<file path="src/rtl/fir_ctrl_pkg.sv">
// Shared types and constants for the FIR RAM control sequencer.
// No ports: state encoding, field widths, hold lengths, address helper.
package fir_ctrl_pkg;

    typedef enum logic [2:0] {
        ST_IDLE,
        ST_SMP,
        ST_RD,
        ST_UPD_PRE,
        ST_UPD_WR,
        ST_UPD_POST
    } state_t;

    localparam int TAP_W     = 4;
    localparam int BANK_W    = 2;
    localparam int FIR_W     = 3;
    localparam int HOLD_W    = 2;
    localparam int POST_HOLD = 2;
    localparam int SMP_GAP   = 1;

    function automatic logic [BANK_W+TAP_W-1:0] mk_addr(
        input logic [BANK_W-1:0] bank,
        input logic [TAP_W-1:0]  tap
    );
        return {bank, tap};
    endfunction

endpackage

</file>
<file path="src/rtl/fir_mac_en_pipe.sv">
// Two-stage shift turning RAM read-active into the filter MAC enables.
// Ports: iClk, iRsn, iRdAct in; oEnMul (1 cycle late), oEnAddAcc (2 late).
module fir_mac_en_pipe (
    input  logic iClk,
    input  logic iRsn,
    input  logic iRdAct,
    output logic oEnMul,
    output logic oEnAddAcc
);

    logic [1:0] r_shift;

    always_ff @(posedge iClk or negedge iRsn) begin
        if (!iRsn) begin
            r_shift <= 2'b00;
        end else begin
            r_shift <= {r_shift[0], iRdAct};
        end
    end

    assign oEnMul    = r_shift[0];
    assign oEnAddAcc = r_shift[1];

endmodule

</file>
<file path="src/rtl/fir_ram_seq_ctrl.sv">
// Control sequencer feeding ReConf_FirFilter: coefficient bank writes from
// a host stream, and one read/MAC burst per 600 kHz sample strobe.
// Ports: iClk12M/iRsn; strobe iEnSample600k+iSampleIn+iRdBank; update
// iUpdateReq+iUpdateBank; host stream iCoeffValid/iCoeffData/oCoeffReady;
// status oUpdateAck/oBusy/oOverrun; filter drives oCoeffUpdateFlag,
// oCsnRam, oWrnRam, oAddrRam, oWtDtRam, oEnMul, oEnAddAcc, oFirIn.
module fir_ram_seq_ctrl
    import fir_ctrl_pkg::*;
#(
    parameter int NUM_TAPS = 10,
    parameter int ADDR_W   = 6,
    parameter int DATA_W   = 16
) (
    input  logic              iClk12M,
    input  logic              iRsn,
    input  logic              iEnSample600k,
    input  logic [2:0]        iSampleIn,
    input  logic [1:0]        iRdBank,
    input  logic              iUpdateReq,
    input  logic [1:0]        iUpdateBank,
    input  logic              iCoeffValid,
    input  logic [DATA_W-1:0] iCoeffData,
    output logic              oCoeffReady,
    output logic              oUpdateAck,
    output logic              oBusy,
    output logic              oOverrun,
    output logic              oCoeffUpdateFlag,
    output logic              oCsnRam,
    output logic              oWrnRam,
    output logic [ADDR_W-1:0] oAddrRam,
    output logic [DATA_W-1:0] oWtDtRam,
    output logic              oEnMul,
    output logic              oEnAddAcc,
    output logic [2:0]        oFirIn
);

    localparam logic [TAP_W-1:0]  LAST_TAP  = TAP_W'(NUM_TAPS - 1);
    localparam logic [HOLD_W-1:0] SMP_LAST  = HOLD_W'(SMP_GAP - 1);
    localparam logic [HOLD_W-1:0] POST_LAST = HOLD_W'(POST_HOLD - 1);

    state_t              r_state, w_state;
    logic [TAP_W-1:0]    r_tap,   w_tap;
    logic [BANK_W-1:0]   r_bank,  w_bank;
    logic [HOLD_W-1:0]   r_hold,  w_hold;
    logic                r_flag,  w_flag;
    logic                r_csn,   w_csn;
    logic                r_wrn,   w_wrn;
    logic                r_ready, w_ready;
    logic                r_ack,   w_ack;
    logic                r_ovr,   w_ovr;
    logic                r_busy,  w_busy;
    logic [ADDR_W-1:0]   r_addr,  w_addr;
    logic [DATA_W-1:0]   r_wdata, w_wdata;
    logic [FIR_W-1:0]    r_fir,   w_fir;
    logic                w_rd_act;
    logic                w_en_mul;
    logic                w_en_acc;

    always_comb begin
        w_state = r_state;
        w_tap   = r_tap;
        w_bank  = r_bank;
        w_hold  = r_hold;
        w_flag  = 1'b0;
        w_csn   = 1'b1;
        w_wrn   = 1'b1;
        w_addr  = '0;
        w_wdata = '0;
        w_ready = 1'b0;
        w_ack   = 1'b0;
        w_fir   = '0;
        w_ovr   = iEnSample600k && (r_state != ST_IDLE);
        unique case (r_state)
            ST_IDLE: begin
                if (iEnSample600k) begin
                    w_state = ST_SMP;
                    w_bank  = iRdBank;
                    w_fir   = iSampleIn;
                    w_hold  = '0;
                end else if (iUpdateReq && !w_en_mul && !w_en_acc) begin
                    // MAC pipe must be empty before the RAM is rewritten
                    w_state = ST_UPD_PRE;
                    w_bank  = iUpdateBank;
                    w_flag  = 1'b1;
                end
            end
            ST_SMP: begin
                if (r_hold == SMP_LAST) begin
                    w_state = ST_RD;
                    w_tap   = '0;
                    w_csn   = 1'b0;
                    w_addr  = mk_addr(r_bank, '0);
                end else begin
                    w_hold = r_hold + 1'b1;
                end
            end
            ST_RD: begin
                if (r_tap == LAST_TAP) begin
                    w_state = ST_IDLE;
                    w_addr  = mk_addr(r_bank, '0);
                end else begin
                    w_tap  = r_tap + 1'b1;
                    w_csn  = 1'b0;
                    w_addr = mk_addr(r_bank, r_tap + 1'b1);
                end
            end
            ST_UPD_PRE: begin
                w_state = ST_UPD_WR;
                w_flag  = 1'b1;
                w_ready = 1'b1;
                w_tap   = '0;
            end
            ST_UPD_WR: begin
                w_flag = 1'b1;
                if (iCoeffValid) begin
                    w_csn   = 1'b0;
                    w_wrn   = 1'b0;
                    w_addr  = mk_addr(r_bank, r_tap);
                    w_wdata = iCoeffData;
                    if (r_tap == LAST_TAP) begin
                        w_state = ST_UPD_POST;
                        w_hold  = '0;
                    end else begin
                        w_tap   = r_tap + 1'b1;
                        w_ready = 1'b1;
                    end
                end else begin
                    w_ready = 1'b1;
                    w_addr  = r_addr;
                    w_wdata = r_wdata;
                end
            end
            ST_UPD_POST: begin
                // first post cycle carries the registered final write
                if (r_hold == POST_LAST) begin
                    w_state = ST_IDLE;
                    w_ack   = 1'b1;
                end else begin
                    w_flag = 1'b1;
                    w_hold = r_hold + 1'b1;
                end
            end
            default: w_state = ST_IDLE;
        endcase
        w_busy = (w_state != ST_IDLE);
    end

    always_ff @(posedge iClk12M or negedge iRsn) begin
        if (!iRsn) begin
            r_state <= ST_IDLE;
            r_tap   <= '0;
            r_bank  <= '0;
            r_hold  <= '0;
            r_flag  <= 1'b0;
            r_csn   <= 1'b1;
            r_wrn   <= 1'b1;
            r_ready <= 1'b0;
            r_ack   <= 1'b0;
            r_ovr   <= 1'b0;
            r_busy  <= 1'b0;
            r_addr  <= '0;
            r_wdata <= '0;
            r_fir   <= '0;
        end else begin
            r_state <= w_state;
            r_tap   <= w_tap;
            r_bank  <= w_bank;
            r_hold  <= w_hold;
            r_flag  <= w_flag;
            r_csn   <= w_csn;
            r_wrn   <= w_wrn;
            r_ready <= w_ready;
            r_ack   <= w_ack;
            r_ovr   <= w_ovr;
            r_busy  <= w_busy;
            r_addr  <= w_addr;
            r_wdata <= w_wdata;
            r_fir   <= w_fir;
        end
    end

    assign w_rd_act = ~r_csn & r_wrn;

    fir_mac_en_pipe u_en_pipe (
        .iClk      (iClk12M),
        .iRsn      (iRsn),
        .iRdAct    (w_rd_act),
        .oEnMul    (w_en_mul),
        .oEnAddAcc (w_en_acc)
    );

    assign oCoeffReady      = r_ready;
    assign oUpdateAck       = r_ack;
    assign oBusy            = r_busy;
    assign oOverrun         = r_ovr;
    assign oCoeffUpdateFlag = r_flag;
    assign oCsnRam          = r_csn;
    assign oWrnRam          = r_wrn;
    assign oAddrRam         = r_addr;
    assign oWtDtRam         = r_wdata;
    assign oEnMul           = w_en_mul;
    assign oEnAddAcc        = w_en_acc;
    assign oFirIn           = r_fir;

endmodule

</file>
<file path="config.mk">
export PLATFORM = sky130hd
export DESIGN_NAME = fir_ram_seq_ctrl
export DESIGN_NICKNAME = d
export VERILOG_FILES = /design/src/rtl/fir_ctrl_pkg.sv /design/src/rtl/fir_mac_en_pipe.sv /design/src/rtl/fir_ram_seq_ctrl.sv
export SDC_FILE = /design/constraint.sdc
export NUM_CORES = 1
export LEC_CHECK = 0
export ABC_CLOCK_PERIOD_IN_PS = 2000
export CORE_ASPECT_RATIO = 0.5
export CORE_UTILIZATION = 46
export CTS_CLUSTER_SIZE = 12
export DETAILED_ROUTE_END_ITERATION = 8
export GPL_TIMING_DRIVEN = 0
export PLACE_DENSITY = 0.83
export SYNTH_ARGS = -nofsm -noshare
export SYNTH_HDL_FRONTEND = slang
export SYNTH_SLANG_ARGS = --single-unit
</file>
<file path="constraint.sdc">
create_clock -name iClk12M -period 2 [get_ports iClk12M]
set_input_delay 0.4 -clock iClk12M [delete_from_list [all_inputs] [get_ports iClk12M]]
set_output_delay 0.4 -clock iClk12M [all_outputs]
set_load 0.03 [all_outputs]
</file>
==> summary.txt, run 1 <==
Clock network
  – CTS HTree Levels: 2
  – Clock buffer depth: 2
  – Post-CTS setup buffers: 0
  – Worst-path clk slew: around 0.090 ns
  – CTS tree: done
  – Clock Latency Late Sink: around 0.30 ns
  – Root Buffer: clkbuf_8
  – Total CTS buffers: 5
  – CTS sink count: between 40 and 50

Final layout
  – Net count, final: between 200 and 300
  – Diodes inserted: 0
  – Area Overhead vs Synth: 40.0%
  – End-of-flow core utilization: ~70%
  – Layout cells sized above 1: under 10%

Run status
  – Status: completed

Worst setup path
  – Critical path launch point: oCsnRam$_DFF_PN1_
  – Worst-path cell chain: clkdlybuf4s50_1
  – Top Family by Delay on Critical Path: buffers and inverters
  – Worst EP required: between 1.5 and 2 ns
  – Crit. End Element: primary output
  – Crit Path Max Fanout: 2
  – Worst path buffer plus inverter count: 1
  – R2R Path Start: r_hold[0]$_DFFE_PN0P_
  – Crit path kind: reg2out
  – Worst path max stage delay: around 0.68 ns
  – Critical-path top delay cell: clkdlybuf4s50_1
  – Arrival @ worst endpoint: around 1.5 ns
  – Worst setup SP type: flop

Synth
  – Syn_nets: between 200 and 250
  – Yosys warnings: 0
  – Share of the synthesized area in the top cell type: 53.0%
  – Syn Area/Cell: ~11 um^2
  – Post-synth ARST share: 100%
  – Top FF cell, synth: dfrtp_1
  – Most common cell in the synthesized netlist: dfrtp_1
  – Synthesized area: approximately 2000 um^2
  – Synth top area cells: dfrtp_1 (53%), mux2i_1 (9.4%), nor2_1 (5.4%), dfstp_2 (2.6%), ha_1 (2.5%)
  – Sequential share of the synthesized area: 55.6%
  – Synth cell types: 42
  – Cell count after synthesis: between 150 and 200
  – Synth area leader: dfrtp_1
  – Synth Register Bits: between 40 and 50
  – Post-synth top cells: dfrtp_1 (43), nor2_1 (29), mux2i_1 (19)
  – EDFF count, synth: 0

Die
  – Die area: 4700 um^2
  – Cell Rows: 16
  – Die Span X: between 90 and 100 um
  – I/O pins: 62
  – Starting Density: about 50%
  – Die Height: ~50 um
  – Core Region: between 4000 and 5000 um^2

Detailed routing
  – Post-Route WL: just under 5000 um
  – Via count: about 1700
  – Remaining antenna violation count: 0
  – Initial DRT Pass Iterations: 4
  – Wire per inst: roughly 16 um
  – DRC: 0
  – Vias per cell: 5.39
  – 1st-iter DRT viols: 84

Global routing
  – First-pass GRT wire length: 7910 um
  – Antenna violations before repair: 0
  – Vias in the first global route: approximately 1700
  – GR Util All Layers: between 20% and 30%
  – Largest net degree at the start of global routing: 35
  – Overflow after GRT: 0

Place
  – Gp weighted congestion: around 0.86
  – Port buffer count: 60
  – Post-detail-place hpwl: approximately 3500 um

Timing
  – Max Fclk: ~0.52 GHz
  – Layout Skew: 0.00571 ns
  – Unrepaired setup endpoints after global routing: false
  – Max Slew Vio Count: 0
  – Final Setup Violations: 0
  – Worst-margin pin slew: 0.739 ns
  – Setup tns final: 0 ns
  – Final Cycle Share: 95.5%
  – Slew HR: 50.6%
  – Final hold viol count: 0
  – Fin crit period: between 1.5 and 2 ns

Worst hold path
  – Tightest Hold Check Type: reg2reg
  – Hold Crit Start: u_en_pipe.r_shift[0]$_DFF_PN0_

Pwr
  – Leakage: ~1.3 nW
  – PwrDens: roughly 1300 nW/um^2
  – Peak VDD IR: approximately 0.00073 V
  – Tot Pwr: approximately 0.0037 W

Run
  – MaxCap Viol Count: 0
area by class of cell:
cell class | count | area [um^2]
plain buffers | 8 | 45.0
well taps | 54 | 67.6
repair buffers | 62 | 626
clock buffers | 6 | 82.6
fillers | 306 | 1220
flip-flops and latches | 45 | 1130
inverters | 7 | 26.3
multi-input cells | 126 | 831
clock inverters | 2 | 37.5
what timing repair did:
item                      4_1_cts  5_1_grt
resized for setup               0        0
hold buffers                    1        0
hold endpoints to repair       11        0
logic make-up after synthesis:
logic type | after synthesis | share of synthesized area (%)
and+or+nand+nor | 68 | 17.0
adders and majority gates | 4 | 2.46
AOI/OAI and AO/OA | 34 | 11.5
buffers and inverters | 15 | 3.51
DFF | 45 | 55.6
muxes | 20 | 9.92
worst reg2reg max path: stages (launching register included):
cell	delay (ns)
dfrtp_1	0.39
inv_1	0.06
ha_1	0.22
mux2_2	0.30
a211o_1	0.29
a21oi_1	0.23
o21ai_0	0.12
stage by stage:
step | setup slack, ns | area, um^2 | cells | hold WS (ns)
6_report | 0.0907 | 2840 | 310 | 0.436
5_1_grt | 0.0540 | 2840 | 310 | 0.440
4_1_cts | 0.0809 | 2840 | 310 | 0.439
3_5_place_dp | 0.0970 | 2710 | 301 | 0.310
3_3_place_gp | -0.564 | 2700 | 300 | 0.395
2_1_floorplan | 0.471 | 2030 | 186 | 0.104
cells in the final DEF (no fill, tap or decap), types with 2 or more instances in the layout:
cell type / count
clkdlybuf4s50_1: 59
dfrtp_1: 43
nor2_1: 29
mux2i_1: 19
nand2_1: 12
o21ai_0: 8
inv_1: 7
buf_2: 7
o22ai_1: 6
clkbuf_8: 6
a21oi_1: 5
and3_1: 4
ha_1: 4
nor3b_1: 3
nand2b_1: 3
a22o_1: 3
nand3_1: 2
nor2b_1: 2
a22oi_1: 2
o32ai_1: 2
nor3_1: 2
dfstp_2: 2
flip-flops by register name, indices dropped and copies added (netlist names), 2 cells and up:
name / cells
oWtDtRam: 16
oAddrRam: 6
r_tap: 4
oFirIn: 3
r_state: 3
r_bank: 2
r_hold: 2
u_en_pipe.r_shift: 2
where the power goes:
part / total (W) / switching, W / internal (W)
Clock: 0.000726 / 0.000320 / 0.000406
Combinational: 0.00165 / 0.000961 / 0.000691
Sequential: 0.00130 / 0.000159 / 0.00114
Total: 0.00368 / 0.00144 / 0.00224
metal layers:
metal / global-route usage, % / up-vias / wire length [um]
li1: - / 789 / -
met1: 28.9 / 800 / 2090
met2: 38.1 / 70 / 2370
met3: 3.74 / 11 / 278
met4: 7.21 / 0 / 72
met5: 0 / - / 0
final timing paths:
path / to / slack (ns) / cells past startpoint
hold reg to reg: u_en_pipe.r_shift[1]$_DFF_PN0_ / 0.44 / 0
max in group asynchronous: oCsnRam$_DFF_PN1_ / 0.95 / 3
min in group asynchronous: r_hold[1]$_DFFE_PN0P_ / 0.51 / 2
setup reg to reg: r_hold[1]$_DFFE_PN0P_ / 0.26 / 6
hold / removal: u_en_pipe.r_shift[1]$_DFF_PN0_ / 0.44 / 0
setup / recovery: oCsnRam / 0.09 / 1
No activity file was read; power rests on OpenSTA's default activity.
==> inputs of run 2 (changes only) <==
--- a/config.mk
+++ b/config.mk
@@ -6,6 +6,7 @@
 export NUM_CORES = 1
 export LEC_CHECK = 0
 export ABC_CLOCK_PERIOD_IN_PS = 2000
+export CAP_MARGIN = 20
 export CORE_ASPECT_RATIO = 0.5
 export CORE_UTILIZATION = 46
 export CTS_CLUSTER_SIZE = 12
==> results of run 2 <==
The final DEF is identical to that of run 1; final timing and power are the same.
==> inputs of run 3 (changes only) <==
--- a/config.mk
+++ b/config.mk
@@ -5,13 +5,15 @@
 export SDC_FILE = /design/constraint.sdc
 export NUM_CORES = 1
 export LEC_CHECK = 0
-export ABC_CLOCK_PERIOD_IN_PS = 2000
+export ABC_CLOCK_PERIOD_IN_PS = 2100
 export CAP_MARGIN = 20
 export CORE_ASPECT_RATIO = 0.5
 export CORE_UTILIZATION = 46
 export CTS_CLUSTER_SIZE = 12
 export DETAILED_ROUTE_END_ITERATION = 8
+export GPL_ROUTABILITY_DRIVEN = 0
 export GPL_TIMING_DRIVEN = 0
+export HOLD_SLACK_MARGIN = 0.12
 export PLACE_DENSITY = 0.83
 export SYNTH_ARGS = -nofsm -noshare
 export SYNTH_HDL_FRONTEND = slang
==> constraint.sdc (replaced) <==
create_clock -name iClk12M -period 2.1 [get_ports iClk12M]
set_input_delay 0.42 -clock iClk12M [delete_from_list [all_inputs] [get_ports iClk12M]]
set_output_delay 0.42 -clock iClk12M [all_outputs]
set_load 0.03 [all_outputs]
==> results of run 3 <==
Same layout as run 1 (identical final DEF). Status: completed.
Main changes from that run: setup slack after placement 0.0970 ns -> 0.177 ns; setup slack after layout 0.0907 ns -> 0.171 ns; register-to-register setup slack 0.26 ns -> 0.36 ns; total power 0.00368 W -> 0.00350 W; worst IR drop on VDD 0.000733 V -> 0.000698 V
==> variant, RTL diff (config.mk and constraints of run 1) <==
Set the parameter `DATA_W` to 18 (it was 16).
--- a/src/rtl/fir_ram_seq_ctrl.sv
+++ b/src/rtl/fir_ram_seq_ctrl.sv
@@ -10,5 +10,5 @@
     parameter int NUM_TAPS = 10,
     parameter int ADDR_W   = 6,
-    parameter int DATA_W   = 16
+    parameter int DATA_W   = 18
 ) (
     input  logic              iClk12M,
Ports: changed (resized iCoeffData and oWtDtRam); port bits go from 62 to 66. No check against the original RTL was run, so the function may have changed too.
==> variant against run 1 <==
The run now ends with design-rule violations left. Design area grew 4.4%. Worst setup slack gained 0.0083 ns. Non-clock buffer count grew 7. Clock skew grew 0.0011 ns. Sequential cell count grew 2. Hold slack lost 0.033 ns. Wire length grew 1.8%. Total power grew 4.8%. Global-route usage shrank 0.71 points. Via count shrank 1.3%. Synthesized area grew 4.1%.
==> variant: results (changes against run 1) <==
* Status: finished with violations (was complete, no violations)
* Violated checks: design-rule violations
* Largest net degree at the start of global routing at 34 (was 35)
* Gr usage total at 0.2154 (was 0.2225)
* R2r startpoint: r_tap[0] (was r_hold[0])
* Nets at 293 (was 287)
* Initial detailed-routing violation count at 83 (was 84)
* IO buf count at 63 (was 60)
* DRT Wirelength at 4895 µm (was 4807 µm)
* Clock skew at 0.006850 ns (was 0.005707 ns)
* Syn nets at 221 (was 218)
* Leakage power at 1.370 nW (was 1.298 nW)
* Global placement routability congestion at 0.8251 (was 0.8563)
* WL met2 at 2559 µm (was 2368 µm)
* Via count of the routed design at 1648 (was 1670)
* Met3 Usage GRT at 0.04397 (was 0.03738)
* First-pass GRT wire length at 8093 µm (was 7914 µm)
* Post-synthesis compound-gate area fraction at 0.1060 (was 0.1152)
* Setup Slack @ Placement at 0.1508 ns (was 0.09702 ns)
* DRC at 6 (was 0)
* Met2 usage at 0.3791 (was 0.3810)
* WL met3 at 204 µm (was 278 µm)
* Seq/Total Area, Yosys at 0.5577 (was 0.5558)
* Yosys cell types at 41 (was 42)
* Metal1 wirelength at 2092 µm (was 2087 µm)
* Ranking of synthesized cells by area: dfrtp_1 (53%), mux2i_1 (11%), nor2_1 (4.3%) (was dfrtp_1 (53%), mux2i_1 (9.4%), nor2_1 (5.4%))
* Worst-margin pin slew at 0.6703 ns (was 0.7389 ns)
* Drt pass-1 iters at 6 (was 4)
==> variant: cell families after synthesis <==
kind of cell             count (synthesis)
AO/OA/AOI/OAI                           33
adder cells (fa/ha/maj)                  4
buffers and inverters                   17
flip-flops                              47
multiplexers                            26
AND/OR/NAND/NOR                         60
==> variant: power groups by stage <==
stage / Clock [mW] / Combinational (mW) / Sequential (mW)
after floorplan: 0 / 0.788 / 1.65
after global placement: 0 / 1.61 / 1.36
after detailed placement: 0 / 1.66 / 1.37
after CTS: 0.828 / 1.67 / 1.36
after global routing: 0.867 / 1.80 / 1.39
final: 0.821 / 1.67 / 1.36
==> variant: final timing paths <==
check	end	slack, ns	cells past startpoint
worst max-delay path	oCsnRam	0.1	1
worst min-delay path	u_en_pipe.r_shift[1]	0.40	0
worst max register to register	oAddrRam[3]	0.11	6
worst min register to register	u_en_pipe.r_shift[1]	0.40	0
max in group asynchronous	oWtDtRam[0]	0.99	3
min in group asynchronous	r_state[0]	0.53	2
==> variant: metrics by stage <==
| step | instances | util | area [µm²] |
|---|---|---|---|
| after floorplan | 187 | - | 2113 |
| after global placement | 304 | 0.6784 | 2811 |
| after detailed placement | 305 | 0.6821 | 2826 |
| after CTS | 314 | 0.7165 | 2969 |
| after global routing | 314 | 0.7165 | 2969 |
| final | 314 | 0.7165 | 2969 |
==> variant: layout make-up <==
| cell class | count | area, µm² |
|---|---|---|
| Tap cell | 54 | 67.56 |
| Timing Repair Buffer | 65 | 655.6 |
| Fill cell | 293 | 1175 |
| Inverter | 5 | 18.77 |
| Clock inverter | 2 | 60.06 |
| Multi-Input combinational cell | 123 | 850.8 |
| Clock buffer | 6 | 72.57 |
| Buffer | 12 | 65.06 |
| Sequential cell | 47 | 1179 |
